`config.mk`:
```
export PLATFORM = sky130hd
export DESIGN_NAME = serial_add_ctrl
export DESIGN_NICKNAME = d
export VERILOG_FILES = /design/src/rtl/serial_add_pkg.sv /design/src/rtl/sum1bcc.sv /design/src/rtl/serial_add_ctrl.sv
export SDC_FILE = /design/constraint.sdc
export NUM_CORES = 1
export LEC_CHECK = 0
export ABC_AREA = 1
export CORE_ASPECT_RATIO = 0.9
export CORE_MARGIN = 2
export CORE_UTILIZATION = 50
export DETAILED_ROUTE_END_ITERATION = 8
export PLACE_DENSITY = 0.85
export SYNTH_ARGS = -nofsm -noshare
export SYNTH_HDL_FRONTEND = slang
export SYNTH_SLANG_ARGS = --single-unit
```
`constraint.sdc`:
```
create_clock -name clk -period 1.5 [get_ports clk]
set_input_delay 0.3 -clock clk [delete_from_list [all_inputs] [get_ports clk]]
set_output_delay 0.3 -clock clk [all_outputs]
set_load 0.01 [all_outputs]
```
`src/rtl/serial_add_pkg.sv`:
```
// Shared definitions for the bit-serial adder controller.
// FSM encoding and default operand width.
package serial_add_pkg;

  localparam int WIDTH_DEF = 4;

  typedef enum logic [1:0] {
    ST_IDLE = 2'd0,
    ST_RUN  = 2'd1,
    ST_DONE = 2'd2
  } state_t;

endpackage

```
`src/rtl/sum1bcc.sv`:
```
// Single-bit full adder used by the serial adder.
// out is the sum bit, z the carry out.
module sum1bcc (
  input  logic x,
  input  logic y,
  input  logic c,
  output logic out,
  output logic z
);

  assign out = x ^ y ^ c;
  assign z   = (x & y) | (x & c) | (y & c);

endmodule

```
`src/rtl/serial_add_ctrl.sv`:
```
// Bit-serial adder: one full adder, one bit per clock, LSB first.
// Start/done handshake; result held until the next accepted start.
module serial_add_ctrl
  import serial_add_pkg::*;
#(
  parameter int WIDTH = WIDTH_DEF,
  parameter int CW    = 5
) (
  input  logic             clk,
  input  logic             rst,
  input  logic             start,
  input  logic [WIDTH-1:0] a,
  input  logic [WIDTH-1:0] b,
  input  logic             cin,
  output logic             busy,
  output logic             done,
  output logic [WIDTH-1:0] sum,
  output logic             cout
);

  state_t           state;
  logic [WIDTH-1:0] a_sh;
  logic [WIDTH-1:0] b_sh;
  logic             carry;
  logic [CW-1:0]    cnt;
  logic             fa_out;
  logic             fa_z;

  sum1bcc u_fa (
    .x  (a_sh[0]),
    .y  (b_sh[0]),
    .c  (carry),
    .out(fa_out),
    .z  (fa_z)
  );

  always_ff @(posedge clk) begin
    if (rst) begin
      state <= ST_IDLE;
      a_sh  <= '0;
      b_sh  <= '0;
      carry <= 1'b0;
      cnt   <= '0;
      sum   <= '0;
      cout  <= 1'b0;
      busy  <= 1'b0;
      done  <= 1'b0;
    end else begin
      case (state)
        ST_IDLE: begin
          if (start) begin
            a_sh  <= a;
            b_sh  <= b;
            carry <= cin;
            cnt   <= '0;
            sum   <= '0;
            busy  <= 1'b1;
            state <= ST_RUN;
          end
        end
        ST_RUN: begin
          sum   <= {fa_out, sum[WIDTH-1:1]};
          a_sh  <= {1'b0, a_sh[WIDTH-1:1]};
          b_sh  <= {1'b0, b_sh[WIDTH-1:1]};
          carry <= fa_z;
          // last bit: latch the final carry and raise done next cycle
          if (cnt == CW'(WIDTH - 1)) begin
            cout  <= fa_z;
            done  <= 1'b1;
            state <= ST_DONE;
          end else begin
            cnt <= cnt + 1'b1;
          end
        end
        ST_DONE: begin
          done  <= 1'b0;
          busy  <= 1'b0;
          state <= ST_IDLE;
        end
        default: begin
          done  <= 1'b0;
          busy  <= 1'b0;
          state <= ST_IDLE;
        end
      endcase
    end
  end

endmodule

```
Word level (Yosys, flattened, before mapping)
Index checks and enable logic that the tools add are counted.
- bits in registers: 23
- bits of input ports: 12
- reduce and logical (&&, ||, !) cells: 8
- bitwise operators: 9
- multiplexer cells: 18
- add/sub/neg operators: 1
- equal/unequal tests: 5
- operators by type and width (operator ; count):
    4-bit one-hot mux with 2 select lines ; 3
    4-bit two-way mux ; 3
    5-bit two-way mux ; 2
    5-bit one-hot mux with 2 select lines ; 1
    2-bit AND reduction ; 5
    2-bit inequality test (second input constant) ; 3
    1-bit one-hot mux with 2 select lines ; 3
    5-bit by 1-bit adder with 5-bit output (second input constant) ; 1
    5-bit by 2-bit equality test with 1-bit output (second input constant) ; 1
    2-bit two-way mux ; 2
    2-bit one-hot mux with 2 select lines ; 1
    1-bit AND ; 3
    1-bit two-way mux ; 3
    3-bit AND reduction ; 1
    2-bit by 1-bit equality test with 1-bit output (second input constant) ; 1
    2-bit zero test ; 1
    1-bit NOT ; 2
    1-bit OR ; 2
    2-bit nonzero test ; 1
    1-bit bitwise XOR ; 2

Depth between registers and ports, before layout
- depth in word-level cells: 4
- gate-level depth with buffers: 8

Cells and area by module
From an unflattened synthesis, not the netlist that was laid out.
- cells, all modules: 149
- area, all modules: 1098.6 µm²
- modules (own cells, without submodules) (module ; instances ; area an instance (µm²) ; cells each):
    serial_add_ctrl ; 1 ; 1078.5 ; 148
    sum1bcc ; 1 ; 20.0 ; 1

Worst setup path after synthesis
Ideal clock, no wire load.
- path type: reg-to-reg
- start point: register carry
- end point: register carry
- slack: 0.230 ns
- library setup time: 0.056 ns
- stages on the path, launching flop included: 7
- arrival time: 1.214 ns
- cells stage by stage: dfxtp_1 > inv_1 > fa_1 > or2_2 > nand3_1 > nand2_1 > inv_1
- word-level cells in the longest chain between the ends: 4
- elaborated cells on any way between the ends: 5
- those cells by class: mux: 1; bitwise: 4
- RTL lines (what ; RTL line ; text):
    start: declaration ; serial_add_ctrl.sv:24 ; logic carry;
    start signal: assignment ; serial_add_ctrl.sv:54 ; carry <= cin;
    start signal: assignment ; serial_add_ctrl.sv:65 ; carry <= fa_z;
    1-bit AND ; sum1bcc.sv:12 ; assign z = (x & y) | (x & c) | (y & c);
    1-bit OR ; sum1bcc.sv:12 ;
    1-bit OR (*) ; sum1bcc.sv:12 ;
    1-bit one-hot mux with 2 select lines (*) ; serial_add_ctrl.sv:49 ; case (state)
Mark *: on every way between the ends. The rest lies on a longest branch, timed or not.
A chain may end at the register's enable or synchronous reset.

Worst setup path in the final report
Same ends and word-level chain as after synthesis.

==> impl_metrics.env <==
export IMPL_final_cell_mix="nand2_1, dfxtp_1, nor2_1, nand3_1, clkdlybuf4s50_1"
export IMPL_dr_pass1_iters=4
export IMPL_h_tree_depth=1
export IMPL_cts_resized=7
export IMPL_reg2reg_from="carry"
export IMPL_fin_skew_ns=0.0008491
export IMPL_end_kind="flip-flop"
export IMPL_hold_violations=0
export IMPL_cts_buffer_depth=2
export IMPL_grt_pass1_vias=838
export IMPL_drt_antenna_violating_nets=0
export IMPL_fp_row_count=15
export IMPL_die_w_um=53.02
export IMPL_core_sq_um=1971
export IMPL_synth_cells=151
export IMPL_dieArea_sq_um=2551
export IMPL_drt_iter0_drc=29
export IMPL_power_density_nw_per_um2=894.1
export IMPL_p_leak_uw=0.0005932
export IMPL_irDropWorstVdd_uv=681.2
export IMPL_fin_nets=185
export IMPL_insertedDiodeCount=0
export IMPL_track_usage=0.1902
export IMPL_drc=0
export IMPL_port_buffers=18
export IMPL_syn2layout_area_growth_pct=18.06
export IMPL_synth_warnings=0
export IMPL_worstHoldPathCells=2
export IMPL_viasPerCell=5.046
export IMPL_vias=984
export IMPL_placed_cell_area_sq_um=1257
export IMPL_cp_data_required_time_ns=1.77
export IMPL_final_area_sq_um=1276
export IMPL_root_buffer="clkbuf_4"
export IMPL_finalSetupViolCount=0
export IMPL_min_delay_start="a_sh[3]"
export IMPL_mostFrequentLayoutCell="nand2_1"
export IMPL_rsz0062_at_grt="false"
export IMPL_cts_buffers=3
export IMPL_cts_tree="built"
export IMPL_synthesis_nets=165
export IMPL_path_max_fanout=2
export IMPL_routed_wl_um=2089
export IMPL_max_cap_violations=0
export IMPL_drv_slew=0
export IMPL_seq_area_frac_synth=0.4259
export IMPL_crit_type="reg2reg"
export IMPL_period_minus_slack_ns=1.409
export IMPL_ys_seq_elements=23
export IMPL_min_to="a_sh[3]"
export IMPL_maxSlewHeadroom=0.8150
export IMPL_postCtsHoldBufs=0
export IMPL_hpwlAfterDp_um=1553
export IMPL_postCtsSetupRepairBufs=0
export IMPL_clock_latency_ns=0.31
export IMPL_status="complete, no violations"
export IMPL_hold_class="reg2reg"
export IMPL_synth_distinct_cells=22
export IMPL_syn_area_per_cell_sq_um=7.159
export IMPL_start_util=0.5486
export IMPL_worstSetupStartpointType="flip-flop"
export IMPL_fillers=188
export IMPL_layout_drive_gt1_share=0.1000
export IMPL_reg2reg_slack_ns=0.09
export IMPL_wl_per_cell_um=10.71
export IMPL_cts_num_sinks=23
export IMPL_gp_congestion=0.8129
export IMPL_worst_r2r_cell_count=6
export IMPL_arrival_ns=1.68
export IMPL_tns_ns=0
export IMPL_clk_pin_slew_ns=0.12
export IMPL_r2r_end="carry"
export IMPL_die_y_um=48.11
export IMPL_grt_pass1_wl_um=3456
export IMPL_worstMarginPinSlew_ns=0.2771
export IMPL_syn_cell_area_sq_um=1081
export IMPL_antenna_found_initial=0
export IMPL_hold_slack_ns=0.4717
export IMPL_io_pins=19
export IMPL_fin_crit_sh=0.9394
export IMPL_grt_max_degree=19
export IMPL_grt_remaining_overflow=0
export IMPL_maxClockFrequency_mhz=709.7
## critical path, stage by stage (launching register included)
cell,delay (ns)
dfxtp_1,0.37
inv_1,0.06
fa_1,0.45
or2_2,0.31
nand3_1,0.08
nand2_1,0.05
inv_1,0.06
## Yosys cell counts (all sizes together)
cell / count / area share
nand4: 3 / 0.017
inv: 15 / 0.054
a21oi: 10 / 0.046
nand3: 12 / 0.056
o21ai: 8 / 0.037
ha: 1 / 0.012
dfxtp: 23 / 0.43
o22ai: 1 / 0.0058
nand3b: 1 / 0.0069
nor2: 20 / 0.072
clkinv: 1 / 0.0035
buf: 5 / 0.046
nand2: 49 / 0.19
or2: 1 / 0.0058
fa: 1 / 0.019
## per-stage QoR
stage,setup WS (ns),cells,utilization,power [uW]
6_report,0.09096,195,0.6476,1141
4_1_cts,0.08953,195,0.6476,1151
2_1_floorplan,0.2299,151,-,815.9
3_3_place_gp,0.1222,191,0.6381,866.1
5_1_grt,0.02812,195,0.6476,1202
3_5_place_dp,0.04522,191,0.6381,873.8
## power breakdown
group | leakage [uW] | internal, uW | total [uW] | switching [uW]
Clock | 0.0000177 | 99.9 | 284 | 184
Sequential | 0.000188 | 644 | 665 | 21.5
Combinational | 0.000387 | 82.1 | 192 | 110
## layer usage
layer  global-route usage  wire length (um)  vias up
met2               0.3400               968       26
met5                    0                 0        -
met1               0.2351               971      439
li1                     -                 -      514
met4              0.07692                37        0
met3              0.03067               112        5
## registers in the layout (all words and copies together) (netlist names)
signal / flops
b_sh: 4
busy: 1
cout: 1
state: 2
carry: 1
cnt: 5
a_sh: 4
sum: 4
done: 1
## cell families after synthesis
family / after synthesis / synth area share
simple gates: 86 / 0.3507
compound gates: 19 / 0.08912
fa+ha+maj: 2 / 0.03009
buf+inv: 21 / 0.1042
flops: 23 / 0.4259
## area by class of cell
class                   instances  area, sq um  area share
clock buffers                   3        22.52     0.01765
clock inverters                 1        5.005    0.003922
inverters                      16        62.56     0.04902
multi-input cells             107        508.0      0.3980
flip-flops and latches         23        460.4      0.3608
well taps                      25        31.28     0.02451
repair buffers                 20        186.4      0.1461
## worst max-delay path by stage
stage	start	end	slack, ns	cells past startpoint
global placement	start	cnt[0]	0.12	6
detailed placement	start	cnt[2]	0.05	6
floorplan	carry	carry	0.23	6
CTS	carry	carry	0.09	6
finish	carry	carry	0.09	6
global route	carry	carry	0.03	6
(Power assumes the default switching activity.)
